**src/rtl/bcminer_pkg.sv**
```systemverilog
// Shared types and widths for the miner datapath.
package bcminer_pkg;

    localparam int STATE_W = 352;
    localparam int NONCE_W = 32;

    typedef enum logic [1:0] {
        IDLE,
        RUN,
        EXHAUSTED
    } seq_state_t;

endpackage

```
**src/rtl/hit_fifo.sv**
```systemverilog
// Small show-ahead FIFO with synchronous flush. The head entry is visible on
// dout whenever the FIFO is not empty. A push into a full FIFO only succeeds
// when a pop happens in the same cycle.
module hit_fifo #(
    parameter int WIDTH = 32,
    parameter int DEPTH = 4
) (
    input  logic                       clk,
    input  logic                       rst,
    input  logic                       flush,
    input  logic                       push,
    input  logic [WIDTH-1:0]           din,
    input  logic                       pop,
    output logic [WIDTH-1:0]           dout,
    output logic                       full,
    output logic                       empty,
    output logic [$clog2(DEPTH):0]     count
);

    localparam int AW = $clog2(DEPTH);
    localparam int CW = AW + 1;

    logic [WIDTH-1:0] mem [DEPTH];
    logic [AW-1:0]    wr_ptr_reg;
    logic [AW-1:0]    rd_ptr_reg;
    logic [CW-1:0]    count_reg;
    logic             do_push;
    logic             do_pop;

    assign empty   = (count_reg == '0);
    assign full    = (count_reg == CW'(DEPTH));
    assign count   = count_reg;
    assign dout    = mem[rd_ptr_reg];
    assign do_pop  = pop && !empty && !flush;
    assign do_push = push && !flush && (!full || do_pop);

    // Storage array: written only on an accepted push, never reset.
    always_ff @(posedge clk) begin
        if (do_push) begin
            mem[wr_ptr_reg] <= din;
        end
    end

    // Pointers and occupancy; pointers wrap naturally because DEPTH is 2^AW.
    always_ff @(posedge clk or negedge rst) begin
        if (!rst) begin
            wr_ptr_reg <= '0;
            rd_ptr_reg <= '0;
            count_reg  <= '0;
        end else if (flush) begin
            wr_ptr_reg <= '0;
            rd_ptr_reg <= '0;
            count_reg  <= '0;
        end else begin
            if (do_push) begin
                wr_ptr_reg <= wr_ptr_reg + 1'b1;
            end
            if (do_pop) begin
                rd_ptr_reg <= rd_ptr_reg + 1'b1;
            end
            count_reg <= count_reg + CW'(do_push) - CW'(do_pop);
        end
    end

endmodule

```
**src/rtl/nonce_sequencer.sv**
```systemverilog
// Issues (state, nonce) work items to the hashing core for the current block,
// walks the nonce space until the 32-bit range is exhausted, and queues the
// winning nonces reported back for the nonce buffer writer. An epoch bit tags
// every item so that hits from an aborted block can be recognised and dropped.
module nonce_sequencer
    import bcminer_pkg::*;
#(
    parameter logic [NONCE_W-1:0] NONCE_START = '0,
    parameter logic [NONCE_W-1:0] NONCE_STEP  = 1,
    parameter int                 HIT_DEPTH   = 4
) (
    input  logic               clk,
    input  logic               rst,
    input  logic               stateValid,
    input  logic               newBlock,
    input  logic [STATE_W-1:0] initialState,
    output logic               coreValid,
    input  logic               coreReady,
    output logic [STATE_W-1:0] coreState,
    output logic [NONCE_W-1:0] coreNonce,
    output logic               coreEpoch,
    input  logic               hitValid,
    input  logic [NONCE_W-1:0] hitNonce,
    input  logic               hitEpoch,
    output logic               nonceValid,
    input  logic               nonceReady,
    output logic [NONCE_W-1:0] nonce,
    output logic               overflow,
    output logic               searchDone
);

    seq_state_t                state_reg;
    seq_state_t                state_next;
    logic [NONCE_W-1:0]        nonce_reg;
    logic [NONCE_W-1:0]        nonce_next;
    logic [NONCE_W:0]          nonce_sum;
    logic [STATE_W-1:0]        block_reg;
    logic                      epoch_reg;
    logic                      overflow_reg;

    logic                      start_evt;
    logic                      handshake;
    logic                      hit_push;
    logic                      hit_pop;
    logic                      fifo_full;
    logic                      fifo_empty;
    logic [$clog2(HIT_DEPTH):0] fifo_count;
    logic [NONCE_W-1:0]        fifo_head;

    assign start_evt  = stateValid && newBlock;
    assign coreValid  = (state_reg == RUN);
    assign handshake  = coreValid && coreReady;
    assign coreState  = block_reg;
    assign coreNonce  = nonce_reg;
    assign coreEpoch  = epoch_reg;

    // Hits from an older block or coinciding with a restart never reach the FIFO.
    assign hit_push   = hitValid && (hitEpoch == epoch_reg) && !start_evt;
    assign nonceValid = !fifo_empty;
    assign hit_pop    = nonceValid && nonceReady;
    assign nonce      = fifo_empty ? '0 : fifo_head;
    assign overflow   = overflow_reg;
    assign searchDone = (state_reg == EXHAUSTED) && (fifo_count == '0);

    // Next-state and nonce stepping; the carry out of the 33-bit sum marks the last item.
    always_comb begin
        state_next = state_reg;
        nonce_next = nonce_reg;
        nonce_sum  = {1'b0, nonce_reg} + {1'b0, NONCE_STEP};
        if (start_evt) begin
            state_next = RUN;
            nonce_next = NONCE_START;
        end else begin
            case (state_reg)
                RUN: begin
                    if (handshake) begin
                        if (nonce_sum[NONCE_W]) begin
                            state_next = EXHAUSTED;
                        end else begin
                            nonce_next = nonce_sum[NONCE_W-1:0];
                        end
                    end
                end
                default: begin
                end
            endcase
        end
    end

    // State and current nonce registers.
    always_ff @(posedge clk or negedge rst) begin
        if (!rst) begin
            state_reg <= IDLE;
            nonce_reg <= '0;
        end else begin
            state_reg <= state_next;
            nonce_reg <= nonce_next;
        end
    end

    // Block state capture and epoch toggle on every new block.
    always_ff @(posedge clk or negedge rst) begin
        if (!rst) begin
            block_reg <= '0;
            epoch_reg <= 1'b0;
        end else if (start_evt) begin
            block_reg <= initialState;
            epoch_reg <= ~epoch_reg;
        end
    end

    // Sticky overflow: set when a valid hit finds the FIFO full with no pop, cleared by a new block.
    always_ff @(posedge clk or negedge rst) begin
        if (!rst) begin
            overflow_reg <= 1'b0;
        end else if (start_evt) begin
            overflow_reg <= 1'b0;
        end else if (hit_push && fifo_full && !hit_pop) begin
            overflow_reg <= 1'b1;
        end
    end

    hit_fifo #(
        .WIDTH (NONCE_W),
        .DEPTH (HIT_DEPTH)
    ) u_hit_fifo (
        .clk   (clk),
        .rst   (rst),
        .flush (start_evt),
        .push  (hit_push),
        .din   (hitNonce),
        .pop   (hit_pop),
        .dout  (fifo_head),
        .full  (fifo_full),
        .empty (fifo_empty),
        .count (fifo_count)
    );

endmodule

```
**config.mk**
```make
export PLATFORM = sky130hd
export DESIGN_NAME = nonce_sequencer
export DESIGN_NICKNAME = d
export VERILOG_FILES = /design/src/rtl/bcminer_pkg.sv /design/src/rtl/hit_fifo.sv /design/src/rtl/nonce_sequencer.sv
export SDC_FILE = /design/constraint.sdc
export NUM_CORES = 1
export LEC_CHECK = 0
export BUFFER_PORTS_ARGS = -buffer_cell sky130_fd_sc_hd__clkbuf_2
export CORE_AREA = 10 10 305 307
export CTS_CLUSTER_DIAMETER = 80
export DETAILED_ROUTE_END_ITERATION = 10
export DIE_AREA = 0 0 315 317
export PLACE_DENSITY = 0.5
export SETUP_SLACK_MARGIN = 0.1
export SKIP_CTS_REPAIR_TIMING = 1
export SYNTH_ARGS = -nofsm -noshare
export SYNTH_HDL_FRONTEND = slang
export SYNTH_SLANG_ARGS = --single-unit
```
**constraint.sdc**
```tcl
create_clock -name clk -period 6.4 [get_ports clk]
set_clock_uncertainty 0.1 [all_clocks]
set_input_delay 0.64 -clock clk [delete_from_list [all_inputs] [get_ports clk]]
set_output_delay 0.64 -clock clk [all_outputs]
set_load 0.02 [all_outputs]
```
==> reports/results.ini, run 1 <==
[critical_path]
cp_max_fo=34
crit_arrival_ns=2.47
crit_type=reg -> out
startpoint=u_hit_fifo.rd_ptr_reg[0]
rr_startpoint=u_hit_fifo.count[1]
reg2reg_slack_ns=3.48
required_ns=5.66
crit_path_end_kind=output pin
startpoint_type=flop

[sta]
post-route-min-period_ns=3.21
finalSetupViolCount=0
finalHoldViolCount=0
slew_headroom_pct=25.1
worst_slew_pin_slew_ns=1.12
slew_viol_final=0
fmax_mhz=312
rsz0062_at_grt=no
fin_setup_tns_ns=0
holdWs_ns=0.00883
finalCritPeriodShare_pct=50.1

[logic_synthesis]
yosysMostFrequentCell=nand2_1
netlist.top_cell.by_area=dfrtp_1
yosysWarningCount=0
synth_cell_types=42
synth_nets=2365
synth_compound_area_share_pct=1.40
syn_inst=1965
netlist_area_mm2=0.0204
synth-async-reset-ratio_pct=75.5
synthMuxAreaShare_pct=3.88
synth_edf_count=128
yosys_most_used_dff=dfrtp_1
syn_area_per_cell_um2=10.4
synth-xor-area-share_pct=0.558
synth_top_area_share_pct=48.4
seq_area_frac_synth_pct=67.3
synth_top_family_by_area=simple AND/OR/NAND/NOR gates
yosys-top-cells-area=dfrtp_1 48%, nand2_1 20%, edfxtp_1 19%
yosys.area_share.simple_pct=24.2
synth-seq-cells=523
synth_common_cells=1082 x nand2_1, 395 x dfrtp_1, 128 x edfxtp_1
synth_fa_ha_area_share_pct=0.527

[cells_and_area]
drive_gt1_share_pct=34.7
largest_reg_flops=352
final_nets=3160
areaGrowthSynthToFinish_pct=37.3
fillers=9055

[route]
post-route-drc-count=0
vias=16300
routed_via_density=4.11
wl_per_cell_um=19.3
drtIter0Drc=1050
wl_um=76400
antenna_left=0
firstDrtPassIters=5

[floorplan]
dieArea_mm2=0.0999
ios=813
initial_utilization_pct=23.6
core_area_mm2=0.0866
die-width_um=315
dieHeight_um=317
row_count=108

[clock_tree]
cts_buffer_depth=3
root_buffer=clkbuf_16
cts.sinks=523
h-tree-depth=3
cts_tree=yes
path_clk_slew_ns=0.06
insertion_delay_ns=0.60
numCtsBuffers=66

[power]
ir_drop_mv=0.174
power.density_mw_per_mm2=363
p_leak_nw=14.5

[grt]
grt_pass1_vias=16800
grt_pass1_wl_um=111000
grt_max_degree=181
gr-total-overflow=0
antenna_found_initial=7
grt_usage_pct=14.6

[placement]
portBuffers=812
post-dp-hpwl_um=56300
gp_congestion=0.838

[job]
max-cap-violations=0

[run_status]
status=finished, final reports clean

[hold_path]
hold_path_class=in -> async

==> cells by family after synthesis <==
| kind of cell | Yosys count |
|---|---|
| buffers and inverters | 116 |
| adder cells (fa/ha/maj) | 8 |
| XOR/XNOR | 13 |
| AND/OR/NAND/NOR | 1220 |
| flip-flops | 523 |
| multiplexers | 39 |
| AO/OA/AOI/OAI | 46 |
==> metrics by stage <==
stage	cells	total power (W)	cell area (µm²)	setup WS [ns]	util (%)
floorplan	1965	0.00541	20400	3.76	-
global placement	3847	0.00646	25700	2.87	29.7
detailed placement	3847	0.00646	25700	2.84	29.7
CTS	3966	0.0104	28000	3.06	32.3
global route	3969	0.0107	28000	3.00	32.3
finish	3971	0.0102	28000	3.19	32.3
==> critical path: stages (launching register included) <==
cell and delay (ns):
dfrtp_2 0.34, buf_4 0.54, mux4_2 0.59, and2_1 0.20, clkbuf_2 0.16
==> final cells by class <==
cell class	count	area, µm²	area share, %
multi-input cells	1326	6240	22.3
clock buffers	87	1820	6.50
diodes	5	12.5	0.0447
clock inverters	32	462	1.65
inverters	13	48.8	0.174
flip-flops and latches	523	13700	49.0
repair buffers	830	4260	15.2
well taps	1155	1450	5.16
==> placed cells by master, fill, tap and decap left out, types with 7 or more instances in the layout <==
cell type / count
or4_1: 14
dfrtp_1: 394
nor2_1: 19
a21oi_1: 17
edfxtp_1: 128
nand3_1: 14
clkbuf_1: 12
o31ai_1: 12
mux2i_1: 7
bufinv_16: 7
clkbuf_8: 9
clkinv_2: 8
mux4_2: 32
clkbuf_2: 811
clkbuf_16: 66
and2_1: 40
buf_4: 14
xnor2_1: 7
inv_1: 13
nand4_1: 11
nand2_1: 1081
ha_1: 7
nor4_1: 9
or3_1: 7
==> worst paths after layout <==
path / endpoint / cells past startpoint
worst max-delay path: nonce[4] / 4
worst min-delay path: coreState[277] / 1
worst max register to register: u_hit_fifo.count[2] / 10
worst min register to register: coreState[82] / 2
max in group asynchronous: coreState[83] / 2
min in group clk: coreState[330] / 3
==> layer usage <==
layer | track usage (%) | vias to the layer above | wire (µm)
met5 | 0 | - | 27
met4 | 3.95 | 4 | 1480
met3 | 5.26 | 90 | 6430
met2 | 25.3 | 507 | 39600
met1 | 16.8 | 7819 | 29000
li1 | - | 7897 | -
==> where the power goes <==
group          switching (W)  internal, W
clock                0.00153      0.00232
sequential          0.000196      0.00382
combinational        0.00151     0.000803
Note: power is estimated with default switching activity, not from simulation.
==> run 2, diff against run 1 <==
--- a/config.mk
+++ b/config.mk
@@ -5,11 +5,12 @@
 export SDC_FILE = /design/constraint.sdc
 export NUM_CORES = 1
 export LEC_CHECK = 0
+export ABC_AREA = 1
 export BUFFER_PORTS_ARGS = -buffer_cell sky130_fd_sc_hd__clkbuf_2
-export CORE_AREA = 10 10 305 307
+export CORE_AREA = 10 10 308 310
 export CTS_CLUSTER_DIAMETER = 80
 export DETAILED_ROUTE_END_ITERATION = 10
-export DIE_AREA = 0 0 315 317
+export DIE_AREA = 0 0 318 320
 export PLACE_DENSITY = 0.5
 export SETUP_SLACK_MARGIN = 0.1
 export SKIP_CTS_REPAIR_TIMING = 1
==> constraint.sdc (replaced) <==
create_clock -name clk -period 3.25 [get_ports clk]
set_clock_uncertainty 0.1 [all_clocks]
set_input_delay 0.325 -clock clk [delete_from_list [all_inputs] [get_ports clk]]
set_output_delay 0.325 -clock clk [all_outputs]
set_load 0.02 [all_outputs]
==> run 2 against run 1 <==
The run now ends with negative hold slack left. Die area up 1.9%. Non-clock buffer count rose by 388. Cell count grew 18%. First-iteration DRC count rose by 14%. Via count rose by 20%. Sequential power increased by 98%. Flip-flop and latch count stayed put. Routed wire length increased by 26%. Design area rose by 16%. Clock power is 99% higher. Largest cell class unchanged. Largest power group unchanged.
==> reports/results.ini, run 2 <==
[run_status]
status=finished, violations left  ; was finished, final reports clean
violations=negative hold slack

[route]
routed_via_density=4.17  ; was 4.11
drtIter0Drc=1200  ; was 1050
firstDrtPassIters=7  ; was 5
post-route-drc-count=0  ; unchanged
wl_um=96300  ; was 76400 µm
antenna_left=0  ; unchanged
wl_per_cell_um=20.6  ; was 19.3 µm
vias=19500  ; was 16300

[clock_tree]
cts.sinks=523  ; unchanged
h-tree-depth=3  ; unchanged
insertion_delay_ns=0.59  ; was 0.60 ns
root_buffer=clkbuf_16  ; unchanged
cts_buffer_depth=3  ; unchanged
path_clk_slew_ns=0.06  ; about the same
cts_tree=yes  ; unchanged
numCtsBuffers=66  ; unchanged

[critical_path]
cp_max_fo=29  ; was 34
required_ns=2.82  ; was 5.66 ns
r2r_cells=12  ; was 10
startpoint=u_hit_fifo.rd_ptr_reg[0]  ; unchanged
reg2reg_slack_ns=0.83  ; was 3.48 ns
crit_arrival_ns=2.47  ; about the same
reg2reg_to=u_hit_fifo.count[1]  ; was u_hit_fifo.count[2]
endpoint=nonce[7]  ; was nonce[4]
crit_path_end_kind=output pin  ; unchanged
startpoint_type=flop  ; unchanged
crit_type=reg -> out  ; unchanged
rr_startpoint=u_hit_fifo.count[1]  ; unchanged

[floorplan]
dieArea_mm2=0.102  ; was 0.0999 mm²
initial_utilization_pct=23.6  ; about the same
ios=813  ; unchanged
row_count=109  ; was 108
core_area_mm2=0.0882  ; was 0.0866 mm²
die-width_um=318  ; was 315 µm
dieHeight_um=320  ; was 317 µm

[logic_synthesis]
synthMuxAreaShare_pct=0  ; was 3.88%
synth-async-reset-ratio_pct=75.5  ; unchanged
yosys.area_share.simple_pct=27.3  ; was 24.2%
synth-seq-cells=523  ; unchanged
synth_compound_area_share_pct=2.61  ; was 1.40%
seq_area_frac_synth_pct=65.9  ; was 67.3%
synth_cell_types=29  ; was 42
netlist_area_mm2=0.0208  ; was 0.0204 mm²
yosysWarningCount=0  ; unchanged
synth_top_family_by_area=simple AND/OR/NAND/NOR gates  ; unchanged
yosys_most_used_dff=dfrtp_1  ; unchanged
syn_inst=2283  ; was 1965
netlist.top_cell.by_area=dfrtp_1  ; unchanged
yosysMostFrequentCell=nand2_1  ; unchanged
synth-xor-area-share_pct=0.589  ; was 0.558%
yosys-top-cells-area=dfrtp_1 47%, nand2_1 22%, edfxtp_1 18%  ; was dfrtp_1 48%, nand2_1 20%, edfxtp_1 19%
synth_edf_count=128  ; unchanged
synth_top_area_share_pct=47.5  ; was 48.4%
syn_area_per_cell_um2=9.12  ; was 10.4 µm²
synth_common_cells=1216 x nand2_1, 395 x dfrtp_1, 198 x nor2_1  ; was 1082 x nand2_1, 395 x dfrtp_1, 128 x edfxtp_1
synth_fa_ha_area_share_pct=0.517  ; was 0.527%
synth_nets=2683  ; was 2365

[sta]
finalSetupViolCount=0  ; unchanged
finalCritPeriodShare_pct=89.0
slew_headroom_pct=5.44  ; was 25.1%
post-route-min-period_ns=2.89
fmax_mhz=346
fin_setup_tns_ns=0  ; unchanged
finalHoldViolCount=1  ; was 0
slew_viol_final=0  ; unchanged
holdWs_ns=-0.0258  ; was 0.00883 ns
rsz0062_at_grt=no  ; unchanged
worst_slew_pin_slew_ns=1.42  ; was 1.12 ns

[power]
p_leak_nw=16.7  ; was 14.5 nW
p_total_w=0.0213  ; was 0.0102 W
power.density_mw_per_mm2=658  ; was 363 mW/mm²
ir_drop_mv=0.444  ; was 0.174 mV

[cells_and_area]
areaGrowthSynthToFinish_pct=55.8  ; was 37.3%
final_nets=3859  ; was 3160
final_cells=4685  ; was 3971
largest_reg_flops=352  ; unchanged
final_cell_mix=1215 x nand2_1, 811 x clkbuf_2, 394 x dfrtp_1, 372 x dlygate4sd3_1, 194 x nor2_1  ; was 1081 x nand2_1, 811 x clkbuf_2, 394 x dfrtp_1, 128 x edfxtp_1, 66 x clkbuf_16
drive_gt1_share_pct=27.8  ; was 34.7%
layout_commonest_cell=nand2_1  ; unchanged
fillers=8920  ; was 9055

[grt]
grt_pass1_vias=18300  ; was 16800
antenna_found_initial=24  ; was 7
grt_max_degree=176  ; was 181
gr-total-overflow=0  ; unchanged
grt_pass1_wl_um=133000  ; was 111000 µm
grt_usage_pct=17.7  ; was 14.6%

[job]
max-cap-violations=0  ; unchanged

[placement]
gp_congestion=0.895  ; was 0.838
portBuffers=812  ; unchanged
post-dp-hpwl_um=72500  ; was 56300 µm
place_inst=4184  ; was 3847

[hold_path]
hold_path_class=in -> reg  ; was in -> async

## run 2: cell types whose count changed after synthesis, sizes merged, moves of 8 or more
| cell | previous run | this run |
|---|---|---|
| nor4 | 11 | 0 |
| nor2 | 19 | 202 |
| o21ai | 7 | 69 |
| or4 | 14 | 0 |
| mux4 | 32 | 0 |
| o31ai | 12 | 0 |
| inv | 13 | 45 |
| and2 | 41 | 0 |
| buf | 12 | 20 |
| nand3 | 15 | 26 |
| nand2 | 1082 | 1222 |
| a21oi | 17 | 36 |
## run 2: worst min path at each step
stage | startpoint | end | slack (ns) | cells past startpoint
after floorplan | rst | coreEpoch | -0.07 | 0
after global placement | rst | coreState[9] | 0.29 | 1
after detailed placement | rst | coreState[9] | 0.29 | 1
after CTS | rst | coreState[330] | -0.39 | 1
after global routing | initialState[85] | coreState[85] | 0.003 | 3
final | initialState[283] | coreState[283] | -0.03 | 3
## run 2: where the power goes
part	switching (W)	total, W	internal, W	leakage [nW]
Combinational	0.00385	0.00571	0.00186	9.48
Clock	0.00298	0.00768	0.00470	1.12
Sequential	0.000445	0.00795	0.00751	6.09
## run 2: cell type report
cell class                      count  area, µm²  area share (%)
Antenna cell                       11       27.5          0.0849
Clock buffer                       94       1950            6.02
Clock inverter                     24        334            1.03
Inverter                           47        189           0.582
Multi-Input combinational cell   1603       6500            20.1
Sequential cell                   523      13700            42.3
Tap cell                         1165       1460            4.49
Timing Repair Buffer             1218       8240            25.4
## run 2: logic make-up after synthesis
family,after synthesis
simple gates,1474
flops,523
buf+inv,157
compound gates,107
xor+xnor,14
fa+ha+maj,8
## run 2: metrics by stage
step	hold WS (ns)	util, %	worst slack [ns]	cell area, µm²
6_report	-0.0258	36.8	0.357	32400
3_5_place_dp	0.290	29.9	0.807	26400
3_3_place_gp	0.290	29.9	0.858	26400
2_1_floorplan	-0.0706	-	0.265	20800
5_1_grt	0.00317	36.8	0.158	32400
4_1_cts	-0.393	32.5	0.251	28700
## run 2: metal layers
metal / global-route usage (%) / routed length [µm]
met5: 0 / 53
met4: 6.28 / 2470
met3: 10.7 / 11600
met2: 27.4 / 44400
met1: 19.8 / 37800
## run 2: worst max-delay path: stages, from the launching register on
cell,delay (ns)
dfrtp_2,0.55
inv_2,0.42
buf_4,0.33
o21ai_0,0.13
a21oi_1,0.23
clkbuf_2,0.22
==> run 3, diff against run 2 <==
==> constraint.sdc (replaced) <==
create_clock -name clk -period 3.8 [get_ports clk]
set_clock_uncertainty 0.1 [all_clocks]
set_input_delay 0.38 -clock clk [delete_from_list [all_inputs] [get_ports clk]]
set_output_delay 0.38 -clock clk [all_outputs]
set_load 0.02 [all_outputs]
==> run 3 against run 2 <==
The run now ends clean. Utilization decreased by 0.20 points. Via count increased by 0.17%. Worst setup slack improved by 0.38 ns. Routed wire length decreased by 0.43%. Die area unchanged. First-iteration DRC count increased by 10%. Sequential share of layout area increased by 0.23 points. Global-route usage about the same. Cell count increased by 0.15%.
==> reports/results.ini, run 3 (synthesis gave the netlist of run 2 again) <==
[sta]
finalHoldViolCount=0  ; was 1
fin_setup_tns_ns=0  ; unchanged
fmax_mhz=326
post-route-min-period_ns=3.07
fin_ws_ns=0.733  ; was 0.357 ns
worst_slew_pin_slew_ns=1.22  ; was 1.42 ns
holdWs_ns=0.0292  ; was -0.0258 ns
rsz0062_at_grt=no  ; unchanged
slew_headroom_pct=18.7  ; was 5.44%
finalSetupViolCount=0  ; unchanged
finalCritPeriodShare_pct=80.7
slew_viol_final=0  ; unchanged

[critical_path]
endpoint=nonce[10]  ; was nonce[7]
reg2reg_to=u_hit_fifo.count[2]  ; was u_hit_fifo.count[1]
r2r_cells=13  ; was 12
crit_type=reg -> out  ; unchanged
startpoint_type=flop  ; unchanged
required_ns=3.32  ; was 2.82 ns
startpoint=u_hit_fifo.rd_ptr_reg[1]  ; was u_hit_fifo.rd_ptr_reg[0]
rr_startpoint=u_hit_fifo.count[1]  ; unchanged
cp_max_fo=22  ; was 29
reg2reg_slack_ns=1.30  ; was 0.83 ns
crit_arrival_ns=2.59  ; was 2.47 ns
crit_path_end_kind=output pin  ; unchanged

[power]
ir_drop_mv=0.412  ; was 0.444 mV
p_leak_nw=16.6  ; was 16.7 nW
power.density_mw_per_mm2=553  ; was 658 mW/mm²

[route]
firstDrtPassIters=7  ; unchanged
antenna_left=0  ; unchanged
wl_um=95900  ; was 96300 µm
post-route-drc-count=0  ; unchanged
wl_per_cell_um=20.4  ; was 20.6 µm
routed_via_density=4.17  ; about the same
drtIter0Drc=1324  ; was 1200
vias=19600  ; was 19500

[clock_tree]
cts_buffer_depth=3  ; unchanged
path_clk_slew_ns=0.06  ; about the same
h-tree-depth=3  ; unchanged
root_buffer=clkbuf_16  ; unchanged
numCtsBuffers=66  ; unchanged
cts_tree=yes  ; unchanged
insertion_delay_ns=0.59  ; about the same
cts.sinks=523  ; unchanged

[cells_and_area]
final_cell_mix=1215 x nand2_1, 811 x clkbuf_2, 394 x dfrtp_1, 384 x dlygate4sd3_1, 194 x nor2_1  ; was 1215 x nand2_1, 811 x clkbuf_2, 394 x dfrtp_1, 372 x dlygate4sd3_1, 194 x nor2_1
final_cells=4692  ; was 4685
layout_commonest_cell=nand2_1  ; unchanged
final_nets=3862  ; was 3859
drive_gt1_share_pct=27.5  ; was 27.8%
largest_reg_flops=352  ; unchanged
final_cell_area_mm2=0.0323  ; was 0.0324 mm²
areaGrowthSynthToFinish_pct=55.0  ; was 55.8%

[placement]
dpl_cell_area_mm2=0.0263  ; was 0.0264 mm²
post-dp-hpwl_um=71600  ; was 72500 µm
gp_congestion=0.894  ; was 0.895
placement.setup.worst_slack_ns=1.28  ; was 0.807 ns
place_inst=4175  ; was 4184
portBuffers=812  ; unchanged

[grt]
gr-total-overflow=0  ; unchanged
grt_usage_pct=17.7  ; about the same
antenna_found_initial=28  ; was 24
grt_pass1_vias=18600  ; was 18300
grt_pass1_wl_um=133000  ; about the same
grt_max_degree=174  ; was 176

[floorplan]
core_area_mm2=0.0882  ; unchanged
dieHeight_um=320  ; unchanged
dieArea_mm2=0.102  ; unchanged
initial_utilization_pct=23.6  ; unchanged
row_count=109  ; unchanged
die-width_um=318  ; unchanged
ios=813  ; unchanged

[hold_path]
hold_start=newBlock  ; was initialState[283]
hold_path_class=in -> reg  ; unchanged

[job]
max-cap-violations=0  ; unchanged

[run_status]
status=finished, final reports clean  ; was finished, violations left

[run 3: report_power, final]
part           total [W]  internal [W]  switching (W)
sequential       0.00676       0.00642       0.000340
combinational    0.00487       0.00156        0.00330
clock            0.00620       0.00363        0.00257
total             0.0178        0.0116        0.00621
[run 3: metal layers]
metal | track usage [%] | part of all wire, %
met1 | 19.6 | 38
met2 | 27.4 | 46
met3 | 11.2 | 13
met4 | 5.57 | 2.2
met5 | 0.520 | 0.17
[run 3: layout make-up]
type,instances,area [µm²]
Fill cell,8945,56000
Timing Repair Buffer,1221,8220
Sequential cell,523,13700
Clock buffer,86,1830
Tap cell,1165,1460
Multi-Input combinational cell,1603,6500
Inverter,47,189
Antenna cell,12,30.0
Clock inverter,35,309
[run 3: metrics by stage]
step                util (%)  total power, W
finish                  36.6          0.0178
global route            36.6          0.0188
CTS                     32.2          0.0177
detailed placement      29.8          0.0114
global placement        29.8          0.0114
floorplan                  -         0.00934
[run 3: worst min-delay path by stage]
stage                     depth (start not counted)  slack [ns]                        to
after floorplan                                   0       -0.02                 coreEpoch
after global placement                            1        0.21            coreState[296]
after detailed placement                          1        0.21            coreState[296]
after CTS                                         1       -0.46            coreState[324]
after global routing                              4      0.0003  u_hit_fifo.rd_ptr_reg[0]
final                                             4        0.03  u_hit_fifo.rd_ptr_reg[0]
[run 3: critical path, cell delays in order (launching register included)]
cell,delay (ns)
dfrtp_1,0.34
clkinv_1,0.61
buf_4,0.47
nor2_1,0.11
o21ai_0,0.08
a21oi_1,0.18
clkbuf_2,0.20
